### src/rtl/regfile_wb_arbiter.sv
// Two-port writeback arbiter: per-port FIFOs drained round-robin, one entry per
// cycle, into a registered register-file write stage with a pending-write mask.
module regfile_wb_arbiter #(
   parameter int DEPTH = 4
) (
   input  logic        clk,
   input  logic        reset,
   input  logic        a_valid,
   output logic        a_ready,
   input  logic [4:0]  a_rd,
   input  logic [31:0] a_data,
   input  logic        b_valid,
   output logic        b_ready,
   input  logic [4:0]  b_rd,
   input  logic [31:0] b_data,
   output logic        rf_we,
   output logic [4:0]  rf_rd,
   output logic [31:0] rf_din,
   output logic [31:0] pending_mask,
   output logic        idle
);
   localparam int AW = $clog2(DEPTH);
   localparam logic [AW:0] CNT_FULL = (AW+1)'(DEPTH);

   logic [4:0]    a_rd_q   [DEPTH];
   logic [31:0]   a_data_q [DEPTH];
   logic [4:0]    b_rd_q   [DEPTH];
   logic [31:0]   b_data_q [DEPTH];
   logic [AW-1:0] a_wptr, a_rptr, b_wptr, b_rptr;
   logic [AW:0]   a_cnt, b_cnt;
   logic          last_grant_b;
   logic          a_push, b_push, grant_a, grant_b;

   function automatic logic [31:0] onehot(input logic [4:0] r);
      onehot = 32'd1 << r;
   endfunction

   // Slot j holds a live entry when its distance from the read pointer is below the count.
   function automatic logic slot_valid(input int j, input logic [AW-1:0] rptr,
                                       input logic [AW:0] cnt);
      logic [AW-1:0] off;
      off = AW'(j) - rptr;
      slot_valid = ({1'b0, off} < cnt);
   endfunction

   assign a_ready = (a_cnt < CNT_FULL);
   assign b_ready = (b_cnt < CNT_FULL);
   // Writes to x0 are handshaken but dropped here.
   assign a_push  = a_valid && a_ready && (a_rd != 5'd0);
   assign b_push  = b_valid && b_ready && (b_rd != 5'd0);
   assign idle    = (a_cnt == '0) && (b_cnt == '0) && !rf_we;

   // Round-robin grant over the two FIFO heads.
   always_comb begin
      grant_a = 1'b0;
      grant_b = 1'b0;
      if ((a_cnt != '0) && (b_cnt != '0)) begin
         if (last_grant_b) grant_a = 1'b1;
         else              grant_b = 1'b1;
      end else if (a_cnt != '0) begin
         grant_a = 1'b1;
      end else if (b_cnt != '0) begin
         grant_b = 1'b1;
      end else begin
         grant_a = 1'b0;
      end
   end

   // FIFO storage; contents need no reset since counts gate their visibility.
   always_ff @(posedge clk) begin
      if (a_push) begin
         a_rd_q[a_wptr]   <= a_rd;
         a_data_q[a_wptr] <= a_data;
      end
      if (b_push) begin
         b_rd_q[b_wptr]   <= b_rd;
         b_data_q[b_wptr] <= b_data;
      end
   end

   // FIFO pointers and counts.
   always_ff @(posedge clk) begin
      if (reset) begin
         a_wptr <= '0; a_rptr <= '0; a_cnt <= '0;
         b_wptr <= '0; b_rptr <= '0; b_cnt <= '0;
      end else begin
         if (a_push)  a_wptr <= a_wptr + AW'(1);
         if (grant_a) a_rptr <= a_rptr + AW'(1);
         if (b_push)  b_wptr <= b_wptr + AW'(1);
         if (grant_b) b_rptr <= b_rptr + AW'(1);
         a_cnt <= a_cnt + (AW+1)'(a_push) - (AW+1)'(grant_a);
         b_cnt <= b_cnt + (AW+1)'(b_push) - (AW+1)'(grant_b);
      end
   end

   // Registered write stage; rf_rd/rf_din hold when nothing is granted.
   always_ff @(posedge clk) begin
      if (reset) begin
         rf_we        <= 1'b0;
         rf_rd        <= 5'd0;
         rf_din       <= 32'd0;
         last_grant_b <= 1'b1;
      end else if (grant_a) begin
         rf_we        <= 1'b1;
         rf_rd        <= a_rd_q[a_rptr];
         rf_din       <= a_data_q[a_rptr];
         last_grant_b <= 1'b0;
      end else if (grant_b) begin
         rf_we        <= 1'b1;
         rf_rd        <= b_rd_q[b_rptr];
         rf_din       <= b_data_q[b_rptr];
         last_grant_b <= 1'b1;
      end else begin
         rf_we        <= 1'b0;
      end
   end

   // Outstanding-write view over live FIFO slots plus the write stage.
   always_comb begin
      pending_mask = 32'd0;
      for (int j = 0; j < DEPTH; j++) begin
         pending_mask = pending_mask |
                        (slot_valid(j, a_rptr, a_cnt) ? onehot(a_rd_q[j]) : 32'd0) |
                        (slot_valid(j, b_rptr, b_cnt) ? onehot(b_rd_q[j]) : 32'd0);
      end
      pending_mask = pending_mask | (rf_we ? onehot(rf_rd) : 32'd0);
      pending_mask[0] = 1'b0;
   end
endmodule

### config.mk
export PLATFORM = sky130hd
export DESIGN_NAME = regfile_wb_arbiter
export DESIGN_NICKNAME = d
export VERILOG_FILES = /design/src/rtl/regfile_wb_arbiter.sv
export SDC_FILE = /design/constraint.sdc
export NUM_CORES = 1
export LEC_CHECK = 0
export ABC_AREA = 1
export BUFFER_PORTS_ARGS = -buffer_cell sky130_fd_sc_hd__buf_2
export CORE_ASPECT_RATIO = 0.5
export CORE_MARGIN = 2
export CORE_UTILIZATION = 28
export CTS_CLUSTER_DIAMETER = 40
export DETAILED_ROUTE_END_ITERATION = 8
export PLACE_DENSITY = 0.42
export SLEW_MARGIN = 10
export SYNTH_ARGS = -nofsm -noshare
export SYNTH_HDL_FRONTEND = slang
export SYNTH_SLANG_ARGS = --single-unit
### constraint.sdc
create_clock -name clk -period 5.3 [get_ports clk]
set_input_delay 0.265 -clock clk [delete_from_list [all_inputs] [get_ports clk]]
set_output_delay 0.265 -clock clk [all_outputs]
set_load 0.02 [all_outputs]
* Word level (Yosys, flattened, before mapping) *
Memory sizes are Yosys's and may differ from the RTL's. A register that Yosys moved wholly into a read port is not among the register bits.
Index checks and enable logic that the tools add are counted.

word-level totals
  register bits after elaboration = 53
  latch bits = 0
  RAM bits = 296
  bits in read-only memories = 0
  input port bits = 78
  output and inout port bits = 73
  memories kept = 4

memories
  memory    words  width  read ports  clocked after Yosys merged registers in  write ports  line  text
  a_data_q  4      32     1           1                                        1            26    logic [31:0] a_data_q [DEPTH];
  b_data_q  4      32     1           1                                        1            28    logic [31:0] b_data_q [DEPTH];
  a_rd_q    4      5      5           1                                        1            25    logic [4:0] a_rd_q [DEPTH];
  b_rd_q    4      5      5           1                                        1            27    logic [4:0] b_rd_q [DEPTH];

cells by class
  add/subtract/negate cells = 16
  multipliers = 0
  divide/modulo/power cells = 0
  $lt $le $gt $ge = 10
  equality and inequality tests = 0
  shift operators = 9
  mux-type cells = 36
  bitwise gates (word level) = 8
  reduce and logical (&&, ||, !) cells = 15

operators by type and width
  cell                  number
  $mux 32               11
  $shl 1x5->32 const A  9
  $or 32x32->32         8
  $lt 2x3->1            8
  $mux 2                8
  $mux 1                15
  $mux 5                2
  $reduce_bool 5->1     2
  $add 2x1->2 const B   4
  $sub 1x2->2 const A   4
  $sub 2x2->2 const A   4
  $logic_and 1x1->1     7
  $add 3x1->3           2
  $logic_not 3->1       2
  $lt 3x3->1 const B    2
  $reduce_bool 3->1     2
  $sub 3x1->3           2
  $reduce_bool 2->1     1
  $logic_not 1->1       1

* Logic depth before layout (Yosys ltp) *
Gate-level depths: netlist (run 1).

  depth after elaboration = 11
  gate-level depth with buffers = 13

* Worst setup path after synthesis (run 1) *
OpenSTA, ideal clock, no wires.

  kind = register -> register
  from = reg a_cnt[2]
  to = mem a_data_q[0][0], enable pin
  setup time = 0.431 ns
  arrival time = 2.354 ns
  data required time = 4.869 ns
  slack = 2.515 ns
  cell stages (with the launch flop) = 4
  period minus slack after synthesis = 2.785 ns
  cell sequence = dfxtp_1 > inv_2 > nand3_1 > nor2_1

on the way
  cells in the longest elaborated chain, start to end = 5

RTL lines
  what                            line  text
  from (decl)                     30    logic [AW:0] a_cnt, b_cnt;
  from (signal assigned)          91    a_cnt <= a_cnt + (AW+1)'(a_push) - (AW+1)'(grant_a);
  $lt 3x3->1                      46    assign a_ready = (a_cnt < CNT_FULL);
  named net a_ready               9     output logic a_ready,
  $logic_and 1x1->1 (2 in a row)  49    assign a_push = a_valid && a_ready && (a_rd != 5'd0);
  $mux 1                          71    if (a_push) begin
  $mux 1 (implied by the code)    73    a_data_q[a_wptr] <= a_data;
  to (decl)                       26

The timed path passes the listed nets, and every way through them passes these cells.

* Worst setup path after layout (run 1) *
  from = reg b_cnt[1]
  to = out pending_mask[3]

on the way
  cells in the longest elaborated chain, start to end = 10

RTL lines
  what                    line  text
  from (decl)             30
  from (signal assigned)  92    b_cnt <= b_cnt + (AW+1)'(b_push) - (AW+1)'(grant_b);
  $lt 2x3->1              43    slot_valid = ({1'b0, off} < cnt);
  $mux 32                 124   (slot_valid(j, b_rptr, b_cnt) ? onehot(b_rd_q[j]) : 32'd0);
  $or 32x32->32           123   (slot_valid(j, a_rptr, a_cnt) ? onehot(a_rd_q[j]) : 32'd0) |
  $or 32x32->32           122   pending_mask = pending_mask |
  $or 32x32->32           123
  $or 32x32->32           122
  $or 32x32->32           123
  $or 32x32->32           122
  $or 32x32->32 *         123
  $or 32x32->32 *         126   pending_mask = pending_mask | (rf_we ? onehot(rf_rd) : 32'd0);
  to (decl)               19    output logic [31:0] pending_mask,

Every way passes the cells marked *; elsewhere a longest branch is shown, timed or not.

==> summary.md, run 1 <==
| Metric | Value |
|---|---|
| Yosys cell types | `30` |
| Initial Utilization | `28.5%` |
| Synth area leaders | `edfxtp_1, nand2_1, nand3_1, dfxtp_1, nor2_1` |
| Number of max-cap violations | `0` |
| Antenna cells | `0` |
| Data required, critical path | `5.04 ns` |
| Max Clock Freq | `about 0.29 GHz` |
| Clock Skew | `0.0275 ns` |
| Via density | `4.80` |
| Hold/Removal Path Class | `input pin to flop` |
| Remaining Overflow, GRT | `0` |
| Detailed Place HPWL | `42.4 mm` |
| Clock H-tree levels | `2` |
| VDD IR-drop max | `0.000248 V` |
| Vias post-DR | `15400` |
| First-pass GRT wire length | `94.4 mm` |
| Sequential fraction of design power | `34.4%` |
| Worst-path clk slew | `roughly 0.060 ns` |
| Worst-Margin Slew | `1.16 ns` |
| Starting DRC count in detailed routing | `1256` |
| Startpoint Class | `flop` |
| Net Switching | `roughly 4.6 mW` |
| DRC | `0` |
| Top-area cell type share of the netlist area | `49.3%` |
| CTS root buf | `clkbuf_16` |
| Syn Nets | `2271` |
| Min-delay src | `reset` |
| Synth Cell Area | `18000 µm²` |
| Wire length per cell | `19.7 µm` |
| Pins over their slew limit | `0` |
| Cell taking the most area after synthesis | `edfxtp_1` |
| Cells after synthesis | `between 2000 and 2500` |
| Tot Pwr | `10.8 mW` |
| Clock tree sinks | `about 350` |
| GRT Total Usage | `18.8%` |
| Status | `complete, no violations` |
| WL final | `roughly 63 mm` |
| Internal power | `6.17 mW` |
| Synth Area per Inst | `8.30 µm²` |
| Post-Layout Cell Count | `approximately 3200` |
| Cts hold-fix bufs | `74` |
| Final #Nets | `about 2400` |
| PD cells | `500 nW/µm²` |
| Sw frac | `between 40% and 50%` |
| Post-CTS Setup Repair Bufs | `0` |
| Clk Latency, worst-skew pair | `0.56 ns` |
| Longest Clk Path Bufs | `3` |
| Clk pwr share | `26.6%` |
| CP Capture Type | `output pin` |
| CP Class | `flop to output pin` |
| CTS Buf Count | `44` |
| Die ar. | `66500 µm²` |
| RSZ-0062 raised after global routing | `no` |
| Sequential share of the synthesized area | `55.6%` |
| Crit path DAT | `3.18 ns` |
| Port bufs | `149` |
| Post-layout min period | `3.44 ns` |
| Vias in the first global route | `14800` |
| Die width | `roughly 360 µm` |
| Layout cells sized above 1 | `11.5%` |
| Antenna-violating nets left | `0` |
| YS warnings | `0` |
| Gpl congestion | `0.962` |
| Setup TNS | `0 ns` |
| DP Cell Count | `3042` |
| Setup-failing EPs final | `0` |
| Largest net degree at the start of global routing | `86` |
| Post-cts resize count | `0` |
| Iteration count of the initial detailed-routing pass | `6` |
| Core area | `63400 µm²` |
| Number of antenna violations at the first check in global routing | `0` |
| Rows | `65` |
| Combinational power share | `39.0%` |
| Yosys reg bits | `353` |
| Crit-path max FO | `31` |
| Max-slew headroom | `between 20 and 25%` |
| LEAKAGE | `~9 nW` |
| Worst Setup SP | `b_cnt[1]` |
| Reg2reg start | `a_cnt[2]` |
| Chip Height | `183 µm` |
| Share of the clock period used by the worst path | `64.9%` |
| CTS tree | `built` |
| Fin. Hold Viols | `0` |
| Layout area overhead | `19.7%` |
| IO Pins | `about 150` |
kinds of logic after synthesis:
family | Yosys count | share of synthesized area [%]
adders and majority gates | 22 | 1.61
other | 1 | 0.0208
and+or+nand+nor | 1466 | 34.3
AOI/OAI and AO/OA | 91 | 2.71
DFF | 353 | 55.6
xor gates and xnor gates | 4 | 0.194
buffers and inverters | 234 | 5.57
worst paths after layout:
kind / to / slack, ns / depth (start not counted)
hold reg to reg: rf_din[12] / 0.45 / 2
hold / removal: a_cnt[1] / 0.02 / 2
setup / recovery: pending_mask[3] / 1.86 / 10
setup reg to reg: a_cnt[2] / 2.68 / 12
per-layer routing:
metal	part of all wire (%)	global-route usage (%)	vias to the layer above
met2	48	32.0	399
met5	0	0	-
met3	4.4	2.41	119
li1	-	-	7582
met1	44	24.5	7260
met4	3.6	6.67	0
synth_stat cells:
cell,number
conb_1,1
edfxtp_1,296
xnor2_1,2
o21ai_4,1
nor3_1,15
inv_1,80
a21oi_1,37
a21oi_2,2
nand2_2,2
o21ai_0,49
xor2_1,2
nand3_1,405
buf_2,46
clkinv_1,8
buf_1,11
clkbuf_1,68
fa_1,2
nand2_4,1
nand4_1,48
nand2_1,688
nand3b_1,2
nor2_4,1
o211ai_1,1
nor2_1,304
dfxtp_1,57
inv_2,9
buf_4,6
buf_6,6
a21oi_4,1
ha_1,20
area by class of cell:
class | count | area (µm²)
fillers | 6702 | 41800
flip-flops and latches | 353 | 10000
multi-input cells | 1584 | 7080
repair buffers | 245 | 1650
clock buffers | 57 | 1180
well taps | 837 | 1050
inverters | 97 | 364
clock inverters | 24 | 220
layout by cell type (no fill, tap or decap), drive strengths merged:
master and count:
a21oi 40, ha 20, o211ai 1, clkinvlp 3
nor3 15, clkinv 24, nand4 48, nor2 305
nand3b 2, inv 92, xor2 2, nand3 405
o21ai 50, nand2 691, fa 2, edfxtp 296
dlygate4sd3 74, dfxtp 57, bufinv 2, conb 1
buf 171, xnor2 2, clkbuf 57
registers in the layout, indices dropped and copies added, names as in the netlist, named ones only:
name          count
rf_rd             5
rf_we             1
b_rptr            2
b_rd_q           20
last_grant_b      1
a_rptr            2
b_wptr            2
b_cnt             3
a_cnt             3
b_data_q        128
a_rd_q           20
rf_din           32
a_wptr            2
a_data_q        128
critical path, stage by stage, from the launching register on:
cell and delay (ns):
dfxtp_1 0.41, inv_1 0.13, ha_1 0.31, nand2_1 0.07, nand2_1 0.05, nand2_1 0.78
nand2_1 0.08, o21ai_0 0.46, nor2_1 0.08, nand2_1 0.09, buf_2 0.16
power by group through the flow:
stage | combinational (mW) | sequential, mW | clock, mW
after floorplan | 2.78 | 3.77 | 0
after global placement | 4.24 | 3.76 | 0
after detailed placement | 4.24 | 3.76 | 0
after CTS | 4.29 | 3.71 | 2.93
after global routing | 4.70 | 3.76 | 3.06
final | 4.20 | 3.71 | 2.87
per-stage QoR:
| step | util, % | setup slack (ns) | area (µm²) | hold slack (ns) |
|---|---|---|---|---|
| after detailed placement | 30.7 | 2.41 | 19400 | 0.440 |
| after global placement | 30.7 | 2.40 | 19400 | 0.437 |
| after global routing | 34.1 | 1.60 | 21600 | 0.00322 |
| after CTS | 34.0 | 1.82 | 21600 | 0.00914 |
| after floorplan | - | 2.51 | 18000 | 0.364 |
| final | 34.1 | 1.86 | 21600 | 0.0224 |
(Power assumes the default switching activity.)
==> run 2: changes to the inputs <==
Settings changed: PLACE_DENSITY 0.42 to 0.44.
Clock period 5.3 ns to 3.14 ns, I/O delays scaled along.
==> summary.md, run 2 (synthesis results as in run 1) <==
| Metric | Value |
|---|---|
| Status | `complete, no violations (unchanged)` |
| Data required, critical path | `2.98 ns (was 5.04 ns)` |
| Setup TNS | `0 ns (unchanged)` |
| Min-delay src | `a_valid (was reset)` |
| Most common cell after layout, fill and taps aside | `nand2_1 (unchanged)` |
| Chip Height | `183 µm (unchanged)` |
| CP Class | `flop to output pin (unchanged)` |
| Hold endpoint | `a_wptr[0] (was a_cnt[1])` |
| Starting DRC count in detailed routing | `1419 (was 1256)` |
| Rows | `65 (unchanged)` |
| Max-slew headroom | `35.4% (was 22.3%)` |
| Max Clock Freq | `0.343 GHz` |
| VDD IR-drop max | `0.000466 V (was 0.000248 V)` |
| Wire length per cell | `19.2 µm (was 19.7 µm)` |
| WL final | `62.0 mm (was 63.0 mm)` |
| Tot Pwr | `18.9 mW (was 10.8 mW)` |
| Longest Clk Path Bufs | `3 (unchanged)` |
| DP Cell Count | `3067 (was 3042)` |
| DRC | `0 (unchanged)` |
| Biggest regs | `a_data_q: 128 flops, b_data_q: 128 flops, rf_din: 32 flops (unchanged)` |
| Reg2reg end | `a_cnt[2] (unchanged)` |
| Slowest library cell on the worst path | `edfxtp_1 (was nand2_1)` |
| Worst Setup SP | `b_rd_q[0][2] (was b_cnt[1])` |
| CTS tree | `built (unchanged)` |
| Number of max-cap violations | `0 (unchanged)` |
| Initial Utilization | `28.5% (unchanged)` |
| Post-layout util | `34.7% (was 34.1%)` |
| Vias in the first global route | `14900 (was 14800)` |
| Die ar. | `66500 µm² (unchanged)` |
| WHS | `0.160 ns (was 0.0224 ns)` |
| Pins over their slew limit | `0 (unchanged)` |
| Gpl congestion | `0.965 (was 0.962)` |
| Commonest non-fill, non-tap cells in the layout | `nand2_1, nand3_1, nor2_1, edfxtp_1, buf_2 (unchanged)` |
| Worst-path clk slew | `0.06 ns (about the same)` |
| Detailed Place HPWL | `43.0 mm (was 42.4 mm)` |
| Clock H-tree levels | `2 (unchanged)` |
| Fin. Hold Viols | `0 (unchanged)` |
| FF-to-FF setup slack | `0.85 ns (was 2.68 ns)` |
| Final #Nets | `2454 (was 2425)` |
| Hold path depth | `3 (was 2)` |
| Clk Latency, worst-skew pair | `0.56 ns (about the same)` |
| Antenna cells | `0 (unchanged)` |
| PD cells | `859 nW/µm² (was 500 nW/µm²)` |
| Layout cells sized above 1 | `12.9% (was 11.5%)` |
| LEAKAGE | `9.24 nW (was 9.00 nW)` |
| Post-Layout Cell Count | `3230 (was 3197)` |
| RSZ-0062 raised after global routing | `no (unchanged)` |
| Startpoint Class | `flop (unchanged)` |
| Clock Skew | `0.0191 ns (was 0.0275 ns)` |
| Iteration count of the initial detailed-routing pass | `6 (unchanged)` |
| Remaining Overflow, GRT | `0 (unchanged)` |
| CTS Buf Count | `47 (was 44)` |
| Crit-path max FO | `9 (was 31)` |
| Via density | `4.79 (was 4.80)` |
| Share of the clock period used by the worst path | `slightly above 90%` |
| Worst-path cell chain | `clkinv_1 -> nand4_1 -> nor2_1 -> nand2_1 -> nand3_1 -> nor2_1 -> nand2_1 -> buf_2 (was inv_1 -> ha_1 -> nand2_1 -> nand2_1 -> nand2_1 -> nand2_1 -> o21ai_0 -> nor2_1 -> nand2_1 -> buf_2)` |
| Layout area overhead | `22.1% (was 19.7%)` |
| R2R cell count | `13 (was 12)` |
| Reg2reg start | `a_cnt[2] (unchanged)` |
| Crit path DAT | `2.76 ns (was 3.18 ns)` |
| First-pass GRT wire length | `93.3 mm (was 94.4 mm)` |
| CP Capture Type | `output pin (unchanged)` |
| Core area | `63400 µm² (unchanged)` |
| Port bufs | `149 (unchanged)` |
| IO Pins | `151 (unchanged)` |
| Worst-Margin Slew | `0.968 ns (was 1.16 ns)` |
| Number of antenna violations at the first check in global routing | `0 (unchanged)` |
| Post-layout min period | `2.91 ns` |
| Antenna-violating nets left | `0 (unchanged)` |
| Clock tree sinks | `353 (unchanged)` |
| Largest stage delay, worst path | `0.62 ns (was 0.78 ns)` |
| Vias post-DR | `15500 (was 15400)` |
| Hold/Removal Path Class | `input pin to flop (unchanged)` |
| GRT Total Usage | `18.5% (was 18.8%)` |
| Die width | `363 µm (unchanged)` |
| Setup-failing EPs final | `0 (unchanged)` |
| Largest net degree at the start of global routing | `85 (was 86)` |
| CTS root buf | `clkbuf_16 (unchanged)` |
## run 2: cell types whose count changed in the layout (fill, tap and decap cells not counted), moves of 2 or more
| cell | delta |
|---|---|
| inv_6 | +2 |
| buf_4 | +23 |
| buf_12 | +2 |
| clkbuf_16 | +5 |
| bufinv_16 | +3 |
| clkinv_2 | +2 |
| clkbuf_1 | -4 |
## run 2: worst max-delay path by stage
| stage | endpoint | slack (ns) | depth (start not counted) |
|---|---|---|---|
| after global routing | pending_mask[12] | 0.001 | 12 |
| after detailed placement | pending_mask[17] | 0.83 | 11 |
| after CTS | pending_mask[17] | 0.21 | 11 |
| after floorplan | a_data_q[0][0] | 0.35 | 3 |
| after global placement | pending_mask[16] | 0.82 | 10 |
| final | pending_mask[10] | 0.23 | 8 |
## run 2: metrics by stage
step	instance area (µm²)	setup WS, ns
floorplan	18000	0.355
global placement	19600	0.817
detailed placement	19600	0.831
CTS	22000	0.213
global route	22000	0.00122
finish	22000	0.226
## run 2: layer usage
metal | vias to the layer above | track usage, % | wire [µm]
met1 | 7278 | 24.5 | 27700
met4 | 0 | 6.69 | 2210
li1 | 7661 | - | -
met2 | 413 | 31.3 | 29300
met5 | - | 0 | 0
met3 | 120 | 2.22 | 2720
## run 2: cell type report
| cell class | count | area, µm² |
|---|---|---|
| Clock inverter | 31 | 337 |
| Sequential cell | 353 | 10000 |
| Fill cell | 6686 | 41400 |
| Clock buffer | 57 | 1280 |
| Multi-Input combinational cell | 1584 | 7070 |
| Tap cell | 837 | 1050 |
| Timing Repair Buffer | 271 | 1870 |
| Inverter | 97 | 364 |
## run 2: report_power, final
part	leakage [nW]	internal, mW	total, mW	switching (mW)
clock network	0.785	3.34	5.43	2.09
logic	5.28	1.97	7.29	5.32
registers	3.18	5.77	6.17	0.403
total	9.24	11.1	18.9	7.81
## run 2: critical path: cells and delay by family, from the launching register on
family / cells / cell delay (ns)
buf+inv: 2 / 0.64
flops: 1 / 0.62
simple gates: 6 / 0.91
## run 2: what timing repair did
action                                  4_1_cts  5_1_grt
hold buffers                                 75        0
resized for setup                             0        1
endpoints found under the setup margin        0        1
buffers inserted                              0        0
hold endpoints to repair                    300        0
==> run 3: changes to the inputs <==
Settings changed: RECOVER_POWER from default to 100.
==> summary.md, run 3 (synthesis results as in run 1) <==
| Metric | Value |
|---|---|
| Wire length per cell | `19.2 µm (about the same)` |
| Longest Clk Path Bufs | `3 (unchanged)` |
| Die width | `363 µm (unchanged)` |
| Core area | `63400 µm² (unchanged)` |
| Post-layout util | `34.3% (was 34.7%)` |
| Gpl congestion | `0.965 (unchanged)` |
| Worst-Margin Slew | `1.31 ns (was 0.968 ns)` |
| Tot Pwr | `18.7 mW (was 18.9 mW)` |
| CTS Buf Count | `47 (unchanged)` |
| GRT Total Usage | `18.5% (unchanged)` |
| Die ar. | `66500 µm² (unchanged)` |
| CP top delay family | `simple AND/OR/NAND/NOR gates (unchanged)` |
| Rows | `65 (unchanged)` |
| Setup TNS | `0 ns (unchanged)` |
| Pins over their slew limit | `0 (unchanged)` |
| Max Clock Freq | `0.342 GHz (was 0.343 GHz)` |
| Largest stage delay, worst path | `0.63 ns (was 0.62 ns)` |
| Layout area overhead | `20.6% (was 22.1%)` |
| CTS root buf | `clkbuf_16 (unchanged)` |
| Antenna-violating nets left | `0 (unchanged)` |
| Worst-path clk slew | `0.06 ns (about the same)` |
| Initial Utilization | `28.5% (unchanged)` |
| WL final | `62.1 mm (was 62.0 mm)` |
| Fill cell count | `6712 (was 6686)` |
| Starting DRC count in detailed routing | `1353 (was 1419)` |
| Clk Latency, worst-skew pair | `0.56 ns (about the same)` |
| WHS | `0.113 ns (was 0.160 ns)` |
| Chip Height | `183 µm (unchanged)` |
| Vias in the first global route | `14900 (unchanged)` |
| Largest net degree at the start of global routing | `85 (unchanged)` |
| Design Area, Final | `21700 µm² (was 22000 µm²)` |
| Remaining Overflow, GRT | `0 (unchanged)` |
| Share of the clock period used by the worst path | `93.1% (was 92.8%)` |
| IO Pins | `151 (unchanged)` |
| Final #Nets | `2454 (unchanged)` |
| Clock tree sinks | `353 (unchanged)` |
| Clock Skew | `0.0151 ns (was 0.0191 ns)` |
| Slowest library cell on the worst path | `edfxtp_1 (unchanged)` |
| DRC | `0 (unchanged)` |
| Post-layout min period | `2.92 ns (was 2.91 ns)` |
| Via density | `4.78 (was 4.79)` |
| Crit path buffers/inverters | `2 (unchanged)` |
| Data required, critical path | `2.98 ns (about the same)` |
| CP Capture Type | `output pin (unchanged)` |
| Clock H-tree levels | `2 (unchanged)` |
| Number of antenna violations at the first check in global routing | `0 (unchanged)` |
| Number of max-cap violations | `0 (unchanged)` |
| Place WS | `0.831 ns (unchanged)` |
| Layout cells sized above 1 | `6.94% (was 12.9%)` |
| Setup-failing EPs final | `0 (unchanged)` |
| Antenna cells | `0 (unchanged)` |
| VDD IR-drop max | `0.000467 V (was 0.000466 V)` |
| Worst-path cell chain | `clkinv_1 -> nand4_1 -> nor2_1 -> nand2_1 -> nand3_1 -> nor2_1 -> nand2_1 -> clkbuf_2 (was clkinv_1 -> nand4_1 -> nor2_1 -> nand2_1 -> nand3_1 -> nor2_1 -> nand2_1 -> buf_2)` |
| Hold/Removal Path Class | `input pin to flop (unchanged)` |
| Crit path DAT | `2.77 ns (was 2.76 ns)` |
| Max-slew headroom | `12.5% (was 35.4%)` |
| First-pass GRT wire length | `93.3 mm (unchanged)` |
| Startpoint Class | `flop (unchanged)` |
| DP Cell Count | `3067 (unchanged)` |
| Port bufs | `149 (unchanged)` |
| Detailed Place HPWL | `43.0 mm (unchanged)` |
| Biggest regs | `a_data_q: 128 flops, b_data_q: 128 flops, rf_din: 32 flops (unchanged)` |
| Crit-path max FO | `9 (unchanged)` |
| RSZ-0062 raised after global routing | `no (unchanged)` |
| Dpl cell area | `19600 µm² (unchanged)` |
| Setup ws final | `0.217 ns (was 0.226 ns)` |
| Commonest non-fill, non-tap cells in the layout | `nand2_1, nand3_1, nor2_1, edfxtp_1, clkbuf_1 (was nand2_1, nand3_1, nor2_1, edfxtp_1, buf_2)` |
| Status | `complete, no violations (unchanged)` |
| Iteration count of the initial detailed-routing pass | `6 (unchanged)` |
| Post-Layout Cell Count | `3230 (unchanged)` |
| CP Class | `flop to output pin (unchanged)` |
| Most common cell after layout, fill and taps aside | `nand2_1 (unchanged)` |
| PD cells | `862 nW/µm² (was 859 nW/µm²)` |
| LEAKAGE | `8.83 nW (was 9.24 nW)` |
| CTS tree | `built (unchanged)` |
| Vias post-DR | `15400 (was 15500)` |
| Fin. Hold Viols | `0 (unchanged)` |
==> run 3: what timing repair did <==
item	CTS	global route
hold buffers	75	0
buffers inserted	0	0
gates resized for setup	0	1
endpoints found under the setup margin	0	1
hold endpoints to repair	300	0
==> run 3: worst register-to-register path, delay by kind of cell (launching register included) <==
family                 cells  cell delay [ns]
and+or+nand+nor            2             0.68
DFF                        1             0.36
buffers and inverters      3             1.29
==> run 3: final timing paths <==
kind	from	end	slack (ns)	cells after the start
setup reg to reg	b_cnt[2]	b_data_q[0][6]	0.37	5
setup / recovery	b_rd_q[0][2]	pending_mask[10]	0.22	8
hold reg to reg	rf_din[4]	rf_din[4]	0.45	2
hold / removal	a_valid	a_wptr[0]	0.11	3
==> run 3: layout make-up <==
cell class / instances / area, µm² / area share (%)
Multi-Input combinational cell: 1584 / 6990 / 32.2
Tap cell: 837 / 1050 / 4.82
Clock inverter: 31 / 337 / 1.55
Inverter: 97 / 364 / 1.68
Sequential cell: 353 / 10000 / 46.2
Timing Repair Buffer: 271 / 1680 / 7.75
Clock buffer: 57 / 1280 / 5.87
==> run 3: layer usage <==
| metal | vias up | GRT usage (%) | share of wire (%) |
|---|---|---|---|
| met1 | 7278 | 24.5 | 45 |
| met2 | 398 | 31.3 | 47 |
| li1 | 7643 | - | - |
| met3 | 125 | 2.22 | 4.4 |
| met4 | 0 | 6.69 | 3.6 |
| met5 | - | 0 | 0 |
==> run 3: report_power, final <==
part           switching [mW]  total (mW)  internal (mW)
Sequential              0.404        6.18           5.78
Clock                    2.08        5.42           3.34
Combinational            5.29        7.14           1.85
Total                    7.78        18.7           11.0
